`config.mk`:
```
export PLATFORM = sky130hd
export DESIGN_NAME = mcu_spi_target
export DESIGN_NICKNAME = d
export VERILOG_FILES = /design/src/rtl/mcu_spi_target.sv
export SDC_FILE = /design/constraint.sdc
export NUM_CORES = 1
export LEC_CHECK = 0
export ABC_AREA = 1
export CAP_MARGIN = 5
export CELL_PAD_IN_SITES_DETAIL_PLACEMENT = 1
export CELL_PAD_IN_SITES_GLOBAL_PLACEMENT = 2
export CORE_UTILIZATION = 30
export CTS_CLUSTER_SIZE = 8
export DETAILED_ROUTE_END_ITERATION = 12
export DONT_BUFFER_PORTS = 1
export MAX_ROUTING_LAYER = met4
export PLACE_DENSITY_LB_ADDON = 0.1
export SLEW_MARGIN = 15
export SYNTH_ARGS = -nofsm -noshare
export SYNTH_HDL_FRONTEND = slang
export SYNTH_SLANG_ARGS = --single-unit
```
`constraint.sdc`:
```
create_clock -name clk -period 3.46 [get_ports clk]
set_clock_uncertainty 0.2 [all_clocks]
set_input_delay 0.692 -clock clk [delete_from_list [all_inputs] [get_ports clk]]
set_output_delay 0.692 -clock clk [all_outputs]
set_load 0.01 [all_outputs]
```
`src/rtl/mcu_spi_target.sv`:
```
// SPI mode-0 target: oversamples pins in clk, decodes a leading target byte and emits byte strobes.
// Start/strobe rises SYNC_STAGES+2 clk after the 8th sclk rise at the pin; no backpressure (MCU paces).
module mcu_spi_target #(
  parameter int         SYNC_STAGES = 2,
  parameter logic [7:0] TARGET_SYS  = 8'd1,
  parameter logic [7:0] TARGET_HID  = 8'd2,
  parameter logic [7:0] TARGET_OSD  = 8'd3
) (
  input  logic       clk,
  input  logic       reset,
  input  logic       spi_csn,
  input  logic       spi_sclk,
  input  logic       spi_mosi,
  output logic       spi_miso,
  output logic       mcu_start,
  output logic       mcu_sys_strobe,
  output logic       mcu_hid_strobe,
  output logic       mcu_osd_strobe,
  output logic [7:0] mcu_data,
  input  logic [7:0] mcu_sys_din,
  input  logic [7:0] mcu_hid_din,
  input  logic [7:0] mcu_osd_din
);

  typedef enum logic [1:0] {IDLE, CMD, DATA} state_t;

  state_t state, state_nxt;

  logic [SYNC_STAGES-1:0] csn_sync, sclk_sync, mosi_sync;
  logic       csn_d, sclk_d;
  logic       csn_s, sclk_s, mosi_s;
  logic       sclk_rise, sclk_fall, csn_fall, shift_en;
  logic [2:0] bit_cnt;
  logic [7:0] rx, tx, target;
  logic       byte_done;
  logic [7:0] cur_target, reply;

  assign csn_s  = csn_sync[SYNC_STAGES-1];
  assign sclk_s = sclk_sync[SYNC_STAGES-1];
  assign mosi_s = mosi_sync[SYNC_STAGES-1];

  assign sclk_rise = sclk_s & ~sclk_d;
  assign sclk_fall = ~sclk_s & sclk_d;
  assign csn_fall  = ~csn_s & csn_d;
  assign shift_en  = sclk_rise & ~csn_s & (state != IDLE);

  assign spi_miso = tx[7];

  // csn chain resets low so a pin already held low after reset never looks like a fresh fall
  always_ff @(posedge clk or posedge reset) begin
    if (reset) begin
      csn_sync  <= '0;
      sclk_sync <= '0;
      mosi_sync <= '0;
      csn_d     <= 1'b0;
      sclk_d    <= 1'b0;
    end else begin
      csn_sync  <= {csn_sync[SYNC_STAGES-2:0], spi_csn};
      sclk_sync <= {sclk_sync[SYNC_STAGES-2:0], spi_sclk};
      mosi_sync <= {mosi_sync[SYNC_STAGES-2:0], spi_mosi};
      csn_d     <= csn_s;
      sclk_d    <= sclk_s;
    end
  end

  always_ff @(posedge clk or posedge reset) begin
    if (reset) state <= IDLE;
    else       state <= state_nxt;
  end

  always_comb begin
    state_nxt = state;
    case (state)
      IDLE:    if (csn_fall) state_nxt = CMD;
      CMD:     if (csn_s) state_nxt = IDLE;
               else if (byte_done) state_nxt = DATA;
      DATA:    if (csn_s) state_nxt = IDLE;
      default: state_nxt = IDLE;
    endcase
  end

  // The target byte just completed in CMD already selects the reply for the next byte
  always_comb begin
    cur_target = (state == CMD) ? rx : target;
    reply      = 8'h00;
    case (cur_target)
      TARGET_SYS: reply = mcu_sys_din;
      TARGET_HID: reply = mcu_hid_din;
      TARGET_OSD: reply = mcu_osd_din;
      default:    reply = 8'h00;
    endcase
  end

  always_ff @(posedge clk or posedge reset) begin
    if (reset) begin
      bit_cnt        <= 3'd0;
      rx             <= 8'h00;
      tx             <= 8'h00;
      target         <= 8'h00;
      byte_done      <= 1'b0;
      mcu_data       <= 8'h00;
      mcu_start      <= 1'b0;
      mcu_sys_strobe <= 1'b0;
      mcu_hid_strobe <= 1'b0;
      mcu_osd_strobe <= 1'b0;
    end else begin
      mcu_start      <= 1'b0;
      mcu_sys_strobe <= 1'b0;
      mcu_hid_strobe <= 1'b0;
      mcu_osd_strobe <= 1'b0;
      byte_done      <= shift_en && (bit_cnt == 3'd7);

      if (shift_en) begin
        rx      <= {rx[6:0], mosi_s};
        bit_cnt <= bit_cnt + 3'd1;
      end else if (csn_s) begin
        bit_cnt <= 3'd0;
      end

      if (byte_done) begin
        mcu_data <= rx;
        if (state == CMD) begin
          target    <= rx;
          mcu_start <= 1'b1;
        end else if (state == DATA) begin
          mcu_sys_strobe <= (target == TARGET_SYS);
          mcu_hid_strobe <= (target == TARGET_HID);
          mcu_osd_strobe <= (target == TARGET_OSD);
        end
      end

      // Falling edge at count 0 is the trailing edge of a byte: keep the freshly loaded MSB
      if (csn_s || state == IDLE)
        tx <= 8'h00;
      else if (byte_done)
        tx <= reply;
      else if (sclk_fall && bit_cnt != 3'd0)
        tx <= {tx[6:0], 1'b0};
    end
  end

endmodule

```
==> results.yml <==
worst_setup_path:
  worstPathMaxFanout: 16
  critPathRequiredTime_ns: 3.45
  cp_top_family: "simple AND/OR/NAND/NOR gates"
  path_common_cell: "inv_1"
  cp_slowest_cell: "nor2_1"
  worst_setup_path_start_kind: "flop"
  cp_cell_sequence: "inv_1 -> nor2_1 -> inv_1 -> nand2_1 -> o21ai_0"
  cp_slowest_stage_delay_ns: 0.61
  critPathKind: "flop to flop"
  critPathBufInv: 2
  cp-end-kind: "flop"
  cp.arrival_ns: 2.10
timing:
  fmax_mhz: 475
  fin_crit_sh_pct: 60.8
  final_hold_viol_count: 0
  relSlewSlack_pct: 54.8
  fin_hold_ws_ns: 0.150
  finalSetupViolations: 0
  fin_crit_ns: 2.10
  worst_pin_slew_ns: 0.676
  drv_slew: 0
  setup_tns_ns: 0
  grt_setup_unrepaired: "no"
pwr:
  vdd_drop_max_v: 0.000218
  p_leak_uw: 0.00113
  cellPowerDensity_nw_per_um2: 716
die:
  io_pins: 42
  rows: 31
  design.die.area_um2: 8190
  dieHeight_um: 90.5
  die_x_um: 90.5
  core_region_area_um2: 7410
  initial_core_util_pct: 31.7
placement:
  placed_area_um2: 2420
  io_buffers: 0
  dp_hpwl_um: 3950
  place_congestion: 0.770
clocking:
  cts-buffers-inserted: 5
  cts_htree_levels: 2
  post_cts_buffers: 0
  cts_tree: "yes"
  clk_pin_slew_ns: 0.09
  ctsHoldBuffers: 0
  clock_path_buffers: 2
  cts_root_buf: "clkbuf_8"
  clock_sinks: 50
  clock_latency_ns: 0.31
  cts_resized: 0
routing:
  drtIter0Drc: 54
  vias: 1716
  viasPerCell: 4.77
  drc: 0
  wl_per_cell_um: 15.1
  drt_wl_total_um: 5450
  firstDrtPassIters: 4
  postRouteAntennaNets: 0
global_route:
  grt_pass1_vias: 1843
  grt-ovfl-total: 0
  grt_max_degree: 30
  grt_pass1_wl_um: 9390
  grt_usage_pct: 14.9
  antenna_found_initial: 0
synthesis:
  syn_area_um2: 2350
  yosysSeqAreaShare_pct: 53.3
  synthCells: 260
  synth_fa_ha_area_share_pct: 1.60
  ys_seq_elements: 50
  synth_top_family_by_area: "simple AND/OR/NAND/NOR gates"
  synth_mux_area_share_pct: 0
  synth_xor_area_share_pct: 0
  synth_compound_area_share_pct: 10.8
  synth_fp_nets: 292
  synth.avg_cell_area_um2: 9.03
  synth_cell_types: 25
  ys_warn_count: 0
  yosys.area_share.simple_pct: 27.8
layout:
  design_area_um2: 2540
  layout_common_cells: "53 x nand2_1, 50 x dfrtp_1, 25 x nand4_1"
  synthToLayoutAreaGrowth_pct: 8.20
  drive_above_1_share_pct: 13.8
  final_common_cell: "nand2_1"
  nets: 292
  antenna_cells: 0
  postLayoutCoreUtil_pct: 34.3
flow_run:
  timing.max_cap.violations: 0
status:
  status: "complete, no violations"
worst_hold_path:
  hp-class: "primary input to async pin"
-- report_power, final --
| group | leakage, uW | switching, uW | internal (uW) |
|---|---|---|---|
| clock | 0.0000618 | 202 | 238 |
| sequential | 0.000667 | 74.6 | 660 |
| combinational | 0.000400 | 464 | 182 |
-- Yosys cell counts, drive strengths merged --
cell / count / area (um^2)
a21oi: 7 / 61.3
buf: 6 / 52.6
clkbuf: 2 / 7.51
dfrtp: 50 / 1250
ha: 3 / 37.5
inv: 25 / 93.8
nand2: 57 / 239
nand3: 19 / 100
nand4: 25 / 156
nor2: 27 / 129
nor3: 2 / 21.3
o211ai: 1 / 12.5
o21a: 1 / 7.51
o21ai: 33 / 165
o31ai: 1 / 7.51
or2: 1 / 6.26
-- routing by layer --
metal	track usage, %	vias to the layer above	part of all wire (%)
met2	21.4	32	42
met5	-	-	0
met3	2.86	4	3.7
met1	21.0	805	53
met4	4.84	0	0.75
li1	-	875	-
-- state kept, by name, summed over array words and instances, names as in the netlist --
| name | count |
|---|---|
| sclk_d | 1 |
| tx | 8 |
| bit_cnt | 3 |
| mcu_data | 8 |
| mcu_start | 1 |
| state | 2 |
| mcu_osd_strobe | 1 |
| mcu_hid_strobe | 1 |
| csn_sync | 2 |
| target | 8 |
| byte_done | 1 |
| csn_d | 1 |
| sclk_sync | 2 |
| rx | 8 |
| mosi_sync | 2 |
| mcu_sys_strobe | 1 |
-- through the flow --
step,std cells,total power (uW),setup WS (ns)
2_1_floorplan,260,1290,1.37
3_3_place_gp,352,1400,1.28
3_5_place_dp,352,1410,1.29
4_1_cts,360,1860,1.27
5_1_grt,360,1970,0.991
6_report,360,1820,1.36
-- cell families (layout without fill, tap and decap cells) --
logic type	Yosys count	after routing
AOI/OAI and AO/OA	43	43
buffers and inverters	33	34
DFF	50	50
and+or+nand+nor	131	131
adders and majority gates	3	3
-- final timing paths --
| check | from | end | slack [ns] | depth (start not counted) |
|---|---|---|---|---|
| max | byte_done$_DFF_PP0_ | target[4]$_DFFE_PP0P_ | 1.36 | 5 |
| min | reset | mcu_start$_DFF_PP0_ | 0.15 | 1 |
| max reg2reg | byte_done$_DFF_PP0_ | target[4]$_DFFE_PP0P_ | 1.36 | 5 |
| min reg2reg | sclk_sync[0]$_DFF_PP0_ | sclk_sync[1]$_DFF_PP0_ | 0.15 | 0 |
| max in group asynchronous | reset | sclk_d$_DFF_PP0_ | 2.17 | 2 |
| min in group clk | sclk_sync[0]$_DFF_PP0_ | sclk_sync[1]$_DFF_PP0_ | 0.15 | 0 |
-- layout make-up --
type / count / area (um^2)
fillers: 885 / 4870
inverters: 25 / 93.8
clock buffers: 6 / 82.6
clock inverters: 2 / 38.8
well taps: 99 / 124
flip-flops and latches: 50 / 1250
repair buffers: 1 / 7.51
multi-input cells: 177 / 943
No activity file was read; power rests on OpenSTA's default activity.
